===== config.mk =====
export PLATFORM = sky130hd
export DESIGN_NAME = mem_arbiter
export DESIGN_NICKNAME = d
export VERILOG_FILES = /design/src/rtl/mem_arbiter.sv
export SDC_FILE = /design/constraint.sdc
export NUM_CORES = 1
export LEC_CHECK = 0
export CORE_AREA = 8 8 235 237
export CTS_CLUSTER_DIAMETER = 150
export DETAILED_ROUTE_END_ITERATION = 8
export DIE_AREA = 0 0 243 245
export PLACE_DENSITY = 0.56
export SYNTH_ARGS = -nofsm -noshare
export SYNTH_HDL_FRONTEND = slang
export SYNTH_SLANG_ARGS = --single-unit

===== constraint.sdc =====
create_clock -name clk -period 1.6 [get_ports clk]
set_clock_uncertainty 0.15 [all_clocks]
set_input_delay 0.32 -clock clk [delete_from_list [all_inputs] [get_ports clk]]
set_output_delay 0.32 -clock clk [all_outputs]
set_load 0.005 [all_outputs]

===== src/rtl/mem_arbiter.sv =====
// Two-requester (icache/dcache) arbiter in front of a single-outstanding memory port.
// Optional macro MEM_ARB_RR_EN: round-robin tie-break instead of fixed dcache priority.
module mem_arbiter #(
    parameter int ADDR_W = 32,
    parameter int DATA_W = 128
) (
    input  logic              clk,
    input  logic              reset_n,
    input  logic              ic_req_valid,
    input  logic [ADDR_W-1:0] ic_req_addr,
    output logic              ic_req_ready,
    input  logic              dc_req_valid,
    input  logic              dc_req_rw,
    input  logic [ADDR_W-1:0] dc_req_addr,
    input  logic [DATA_W-1:0] dc_req_data,
    output logic              dc_req_ready,
    output logic              mem_req_valid,
    output logic              mem_req_rw,
    output logic [ADDR_W-1:0] mem_req_addr,
    output logic [DATA_W-1:0] mem_req_data,
    input  logic              mem_req_ready,
    input  logic              mem_resp_valid,
    input  logic [DATA_W-1:0] mem_resp_data,
    output logic              ic_resp_valid,
    output logic              dc_resp_valid,
    output logic [DATA_W-1:0] resp_data,
    output logic              busy
);

    typedef enum logic [1:0] {IDLE, ISSUE, WAIT} state_t;

    state_t              state;
    state_t              next_state;
    logic                lat_rw;
    logic                lat_owner_dc;
    logic [ADDR_W-1:0]   lat_addr;
    logic [DATA_W-1:0]   lat_data;
    logic                grant_dc;
    logic                grant_ic;
    logic                handshake;

`ifdef MEM_ARB_RR_EN
    // Remembers whether the last handshake went to the dcache; reset makes dcache win the first tie.
    logic last_dc;

    always_ff @(posedge clk) begin
        if (!reset_n)
            last_dc <= 1'b0;
        else if (handshake)
            last_dc <= dc_req_ready;
    end

    assign grant_dc = dc_req_valid && (!ic_req_valid || !last_dc);
`else
    assign grant_dc = dc_req_valid;
`endif

    assign grant_ic  = ic_req_valid && !grant_dc;
    assign handshake = ic_req_ready || dc_req_ready;

    always_ff @(posedge clk) begin
        if (!reset_n)
            state <= IDLE;
        else
            state <= next_state;
    end

    always_comb begin
        next_state = state;
        unique case (state)
            IDLE:    if (handshake) next_state = ISSUE;
            ISSUE:   if (mem_req_ready) next_state = lat_rw ? IDLE : WAIT;
            WAIT:    if (mem_resp_valid) next_state = IDLE;
            default: next_state = IDLE;
        endcase
    end

    // Readies are held low while reset is asserted so no handshake is visible during reset.
    always_comb begin
        ic_req_ready  = 1'b0;
        dc_req_ready  = 1'b0;
        mem_req_valid = 1'b0;
        mem_req_rw    = 1'b0;
        mem_req_addr  = '0;
        mem_req_data  = '0;
        busy          = (state != IDLE);
        unique case (state)
            IDLE: begin
                if (reset_n) begin
                    ic_req_ready = grant_ic;
                    dc_req_ready = grant_dc;
                end
            end
            ISSUE: begin
                mem_req_valid = 1'b1;
                mem_req_rw    = lat_rw;
                mem_req_addr  = lat_addr;
                mem_req_data  = lat_data;
            end
            default: ;
        endcase
    end

    // Icache transactions are always reads carrying zero data.
    always_ff @(posedge clk) begin
        if (!reset_n) begin
            lat_rw        <= 1'b0;
            lat_owner_dc  <= 1'b0;
            lat_addr      <= '0;
            lat_data      <= '0;
            resp_data     <= '0;
            ic_resp_valid <= 1'b0;
            dc_resp_valid <= 1'b0;
        end else begin
            ic_resp_valid <= 1'b0;
            dc_resp_valid <= 1'b0;
            if (handshake) begin
                lat_owner_dc <= dc_req_ready;
                lat_rw       <= dc_req_ready && dc_req_rw;
                lat_addr     <= dc_req_ready ? dc_req_addr : ic_req_addr;
                lat_data     <= (dc_req_ready && dc_req_rw) ? dc_req_data : '0;
            end
            if (state == WAIT && mem_resp_valid) begin
                resp_data     <= mem_resp_data;
                ic_resp_valid <= !lat_owner_dc;
                dc_resp_valid <= lat_owner_dc;
            end
        end
    end

endmodule


# [After elaboration in Yosys (flattened, before gate mapping)]
# Cells that the tools add are included.
[word_totals] register_bits=294 inputBits=327 output_inout_bits=295 word_cells=38
[classes] eq_ne=5 mux=15 n_reduce_logical=10
[ops] op="$mux 128" count=2
[ops] op="$mux 32" count=2
[ops] op="$mux 2" count=4
[ops] op="$mux 1" count=6
[ops] op="$ne 2x2->1 const B" count=3
[ops] op="$pmux 2 s3" count=1
[ops] op="$logic_and 1x1->1" count=3
[ops] op="$reduce_and 3->1" count=1
[ops] op="$eq 2x1->1 const B" count=1
[ops] op="$eq 2x2->1 const B" count=1
[ops] op="$logic_not 1->1" count=2
[ops] op="$logic_not 2->1" count=1
[ops] op="$reduce_and 2->1" count=1
[ops] op="$reduce_bool 2->1" count=1
[ops] op="$logic_or 1x1->1" count=1

# [Longest topological paths before layout]
# Gate-level depths: netlist of run 1.
[logic_depth] word_depth=7 ltp_mapped=6 depth_no_buf=3

# [Worst setup path before layout of run 1]
# No wires, ideal clock.
[synth_timing] path_type="register to output" from="register state[1]" to="output ic_req_ready" arrival_ns=1.245 t_required_ns=1.130 path_slack_ns=-0.115 path_stages_with_launch=5 n_path_buf=2 cell_sequence="dfxtp_1 > or4b_1 > buf_2 > buf_6 > nor2_1"
[synth_between] elab_chain_len=2
[synth_rtl] item="start: declaration" line="32" rtl="state_t state;"
[synth_rtl] item="start signal: assignment" line="65" rtl="state <= next_state;"
[synth_rtl] item="$logic_not 2->1" line="87" rtl="unique case (state)"
[synth_rtl] item="$mux 1" line="87"
[synth_rtl] item="end: declaration" line="11" rtl="output logic ic_req_ready,"
# Every way passes these cells.

# [Worst setup path in the final report of run 1]
[layout_timing] from="register state[0]" to="output mem_req_addr[29]"
[layout_between] elab_chain_len=2
[layout_rtl] item="$eq 2x1->1" line="87"
[layout_rtl] item="$mux 32" line="87"
[layout_rtl] item="end: declaration" line="19" rtl="output logic [ADDR_W-1:0] mem_req_addr,"
# Every way passes these cells.

==> metrics.txt, run 1 <==
post-DR vias/cell between 4 and 5; CTS sink cnt a little under 300; Comb power frac 0.135; CP Capture Type primary output; # IOs slightly above 600; Max clock buf depth 3; R2R cell count 6; P&R area growth vs syn 77.00%; initial antenna violation count 5; Final Hold Fails 0; Via Count between 10k and 15k; Yosys Warn Count 0; syn_nets between 1.5k and 2k; min Tclk post-route 2.502 ns; fin cells 2543; Initial Utilization 0.2152; most frequent cells in the layout 524 x clkdlybuf4s50_1, 292 x dfxtp_1, 256 x nand2_1; RD Place Congestion 0.7949; share of cells above drive strength 1 0.1411; DR iter-0 viols about 380; ANT nets after route 0; CTS tree built; Net Sw Frac 0.2318; LEAKAGE approximately 7.6 nW; placed wire-length estimate about 37000 µm; Flop pwr share 0.402; switching pwr about 4.5 mW; RR Startpoint state[1]; Skew-Pair Late Insertion Delay between 0.5 and 0.6 ns; Reg2Reg Setup Slack -0.42 ns; top cells by area, synth dfxtp_1 53%, a22o_1 10%, and2_1 9.1%; cells after synthesis 1201; RSZ-0062 raised after global routing true; post-synth cell types 28; Net count, final about 2.1k; Die Span Y between 200 and 250 µm; pin count of the biggest net entering global routing roughly 110; die area approximately 0.060 mm²; Final Cycle Share 1.564; crit path launch state[0]; Max Cap Viol 0; number of endpoints failing setup at the final stage 462; gr usage total 0.1523; Reg area 0.005891 mm²; area share of the largest cell type after synthesis 0.5289; Inst Count DP around 2.5k; Setup crit end mem_req_addr[29]; Layout Utilization 0.3809; r2r endpoint lat_addr[0]; number of clock buffers inserted by TritonCTS 37; Critical Path Start Type register; clk root buf clkbuf_16; Mapped Avg Cell Area ~9 µm²; # port buffers ~620; min-delay worst type input pin to register; CP Data Arrival Time 2.03 ns; fillcell total ~5.2k; cell taking the most area after synthesis dfxtp_1; Tightest Pin Transition between 0.5 and 0.6 ns; row count between 80 and 90; DRC errors left 0; most common cell after layout, fill and taps aside clkdlybuf4s50_1; Multi-input gate area ~0.0047 mm²; Seq/Total Area, Yosys 0.5289; crit path kind register to primary output; first-pass GRT wire length 71280 µm; synthesized cell area about 0.011 mm²; clock share of power 0.463; DRT Pass-1 Iters 4; pre-CTS WS -0.8125 ns; failing checks negative setup slack; WL/cell about 19 µm; Max H-tree Level 2; Pwr Density between 900 and 1000 mW/mm²; Slew Limit Fails 0; die width ~240 µm; Slew headroom 0.6311; FF+latch count, synth 294; vias in the first global route about 11k; crit-path max FO 14; Max IR drop VDD about 660 µV; fmax roughly 0.4 GHz; worst setup slack after layout -0.9017 ns; Int Power between 10 and 15 mW; status finished with violations; WP data required between 1 and 1.5 ns; core area slightly above 0.05 mm²; Post-CTS Hold Buffers 0; Total Wirelength 48530 µm; grt ovf 0; Reg clk slew, reported paths roughly 0.060 ns
-- repair_timing --
action                                  4_1_cts  5_1_grt
endpoints found under the setup margin      488      575
pin swaps                                     8        2
cloned                                        1        2
gates resized for setup                     161      132
setup buffers                                 3        0
-- layout make-up --
cell class / count / share of cell area
Sequential cell: 294 / 0.2991
Clock buffer: 52 / 0.05444
Clock inverter: 15 / 0.01182
Antenna cell: 5 / 0.0006352
Timing Repair Buffer: 690 / 0.3521
Inverter: 5 / 0.001080
Multi-Input combinational cell: 794 / 0.2371
Tap cell: 688 / 0.04370
-- worst min-delay path by stage --
stage                            start              to  slack, ns  cells after the start
floorplan                 lat_owner_dc   ic_resp_valid       0.26                      1
global placement         resp_data[78]   resp_data[78]       0.29                      2
detailed placement       resp_data[36]   resp_data[36]       0.30                      2
CTS                 mem_resp_data[102]  resp_data[102]       0.13                      3
global route         mem_resp_data[29]   resp_data[29]       0.15                      3
finish              mem_resp_data[102]  resp_data[102]       0.18                      3
-- flip-flops by register name, summed over array words and instances (netlist names) --
name           cells
lat_rw             1
dc_resp_valid      1
lat_addr          32
lat_owner_dc       1
lat_data         128
state              2
ic_resp_valid      1
resp_data        128
-- through the flow --
step           area [µm²]   TNS, ns  hold WS [ns]  total power [mW]
2_1_floorplan       11150  -0.05803        0.2593             8.839
3_3_place_gp        18420   -217.20        0.2922             10.43
3_5_place_dp        18420   -218.12        0.2957             10.45
4_1_cts             19790   -230.05        0.1279             19.61
5_1_grt             19690   -239.60        0.1547             20.15
6_report            19700   -184.91        0.1766             19.30
-- cells in the mapped netlist --
cell type	instances
a21oi_1	161
or3b_1	1
nor2b_1	1
a21boi_0	1
a31oi_1	1
and3_1	2
nand2_1	256
or4b_1	1
a21oi_2	1
buf_6	16
nor2_1	6
o22ai_1	2
a22oi_1	1
nand3b_1	1
and3b_1	1
o21a_1	2
nor3_1	32
and2_1	162
nor3b_1	2
inv_1	5
o22ai_2	29
buf_2	37
buf_4	15
clkbuf_1	40
dfxtp_1	294
a22o_1	129
a211oi_1	1
or2_1	1
-- kinds of logic (layout without fill, tap and decap cells) --
group	Yosys count	count (layout)	share of synthesized area
other	0	5	0
AOI/OAI and AO/OA	328	328	0.2124
DFF	294	294	0.5289
and+or+nand+nor	466	466	0.2006
buffers and inverters	113	762	0.05813
-- layer usage --
| metal | wire, µm | part of all wire | GRT usage |
|---|---|---|---|
| met5 | 19 | 0.00039 | 0 |
| met1 | 18900 | 0.39 | 0.1670 |
| met4 | 1362 | 0.028 | 0.05501 |
| met3 | 4553 | 0.094 | 0.06467 |
| met2 | 23690 | 0.49 | 0.2616 |
-- power by group through the flow --
stage	clock, mW	combinational [mW]	sequential [mW]
finish	8.94	2.61	7.75
global route	9.56	2.80	7.78
CTS	9.25	2.61	7.75
detailed placement	0	2.54	7.91
global placement	0	2.53	7.90
floorplan	0	0.963	7.88
-- critical path: stages, from the launching register on --
cell and delay, ns:
dfxtp_2 0.33, nor2b_4 0.18, buf_4 0.17, clkbuf_16 0.18
and2_1 0.14, clkdlybuf4s50_1 0.52
No activity file was read; power rests on OpenSTA's default activity.
==> run 2, diff against run 1 <==
Clock period 1.6 ns to 2.3 ns, I/O delays scaled along.
==> metrics.txt, run 2 (same netlist as run 1, synthesis figures left out) <==
status finished with violations; failing checks negative setup slack; Post-CTS Hold Buffers 0; Tightest Pin Transition 0.6060 ns; vias in the first global route about 11k; DRT Pass-1 Iters 5; crit path kind register to primary output; CP Data Arrival Time 1.85 ns; Post-DP Area 0.01832 mm²; Pwr Density ~630 mW/mm²; Total Wirelength a little over 50000 µm; setup TNS -14.20 ns; die width approximately 240 µm; Reg clk slew, reported paths 0.06 ns; most frequent cells in the layout 456 x clkdlybuf4s50_1, 292 x dfxtp_1, 256 x nand2_1; clk root buf clkbuf_16; most common cell after layout, fill and taps aside clkdlybuf4s50_1; worst setup slack after layout -0.1606 ns; DR iter-0 viols approximately 400; CTS tree built; Final Hold Fails 0; final design area excluding fillers just over 0.02 mm²; RD Place Congestion 0.7941; Skew-Pair Late Insertion Delay 0.53 ns; CP Capture Type primary output; Critical Path Start Type register; RSZ-0062 raised after global routing true; CP Cell Sequence nor2b_4 > clkbuf_16 > buf_12 > buf_12 > buf_8 > and2_4 > buf_6; Net count, final about 2.2k; CP most frequent cell buf_12; Die Span Y between 200 and 250 µm; die area 0.05954 mm²; share of cells above drive strength 1 0.2680; WP data required between 1.5 and 2 ns; pin count of the biggest net entering global routing roughly 120; WL/cell between 15 and 20 µm; Max H-tree Level 2; largest registers lat_data (128), resp_data (128), lat_addr (32); # port buffers between 600 and 700; critical path's slowest cell dfxtp_4; gr usage total 0.1581; crit-path max cell delay roughly 0.35 ns; Max IR drop VDD ~420 µV; Slew Limit Fails 0; P&R area growth vs syn 86.61%; Slew headroom 0.5960; LEAKAGE just over 8 nW; fmax around 0.41 GHz; DRC errors left 0; row count 84; core area a little over 0.05 mm²; Initial Utilization 0.2152; CTS sink cnt approximately 300; ANT nets after route 0; placed wire-length estimate 35800 µm; min-delay worst type register to register; Max clock buf depth 3; Via Count approximately 11k; Final Cycle Share 1.070; Max Cap Viol 0; post-DR vias/cell between 4 and 5; pre-CTS WS -0.5195 ns; min Tclk post-route around 2.5 ns; # IOs around 620; grt ovf 0; number of clock buffers inserted by TritonCTS 36; crit-path max FO 6; initial antenna violation count 4; first-pass GRT wire length roughly 73000 µm; number of endpoints failing setup at the final stage between 100 and 150; fillcell total approximately 5k
-- run 2: stage by stage --
step                power (mW)  utilization  instances  hold WS (ns)
floorplan                6.142            -       1201        0.2593
global route             13.63       0.4015       2577        0.2990
detailed placement       7.265       0.3544       2464        0.2953
CTS                      13.15       0.3885       2566        0.2843
finish                   13.08       0.4016       2579        0.3009
global placement         7.244       0.3544       2464        0.2914
-- run 2: final timing paths --
path / startpoint / to / slack, ns / depth (start not counted)
worst min register to register: resp_data[9] / resp_data[9] / 0.30 / 2
worst max register to register: state[0] / lat_data[41] / 0.21 / 7
worst min-delay path: resp_data[9] / resp_data[9] / 0.30 / 2
worst max-delay path: state[0] / mem_req_data[0] / -0.16 / 7
-- run 2: layer usage --
layer	GRT usage	wire length, µm	vias to the layer above
met5	0	23	-
met4	0.04937	1367	4
met3	0.06185	4282	81
met2	0.2745	25370	408
met1	0.1771	19950	5312
li1	-	-	5413
-- run 2: worst max-delay path: cells and delay by family, from the launching register on --
family	cells	cell delay, ns
buf+inv	5	0.64
flops	1	0.35
simple gates	2	0.33
-- run 2: power by group --
part           switching [mW]  internal, mW
Clock                    2.27          3.14
Sequential              0.108          5.30
Combinational           0.860          1.41
Total                    3.23          9.84
-- run 2: area by class of cell --
type / instances / area [µm²] / area share
Inverter: 5 / 23.77 / 0.001145
Tap cell: 688 / 860.8 / 0.04145
Timing Repair Buffer: 732 / 7889 / 0.3799
Sequential cell: 294 / 5893 / 0.2838
Multi-Input combinational cell: 794 / 4989 / 0.2402
Antenna cell: 3 / 7.507 / 0.0003615
Clock inverter: 13 / 110.1 / 0.005302
Clock buffer: 50 / 993.5 / 0.04784
-- run 2: what timing repair did --
item / 4_1_cts / 5_1_grt
gates resized for setup: 850 / 151
pin swaps: 87 / 50
cloned: 12 / 4
setup endpoints to repair: 165 / 164
setup buffers: 27 / 11
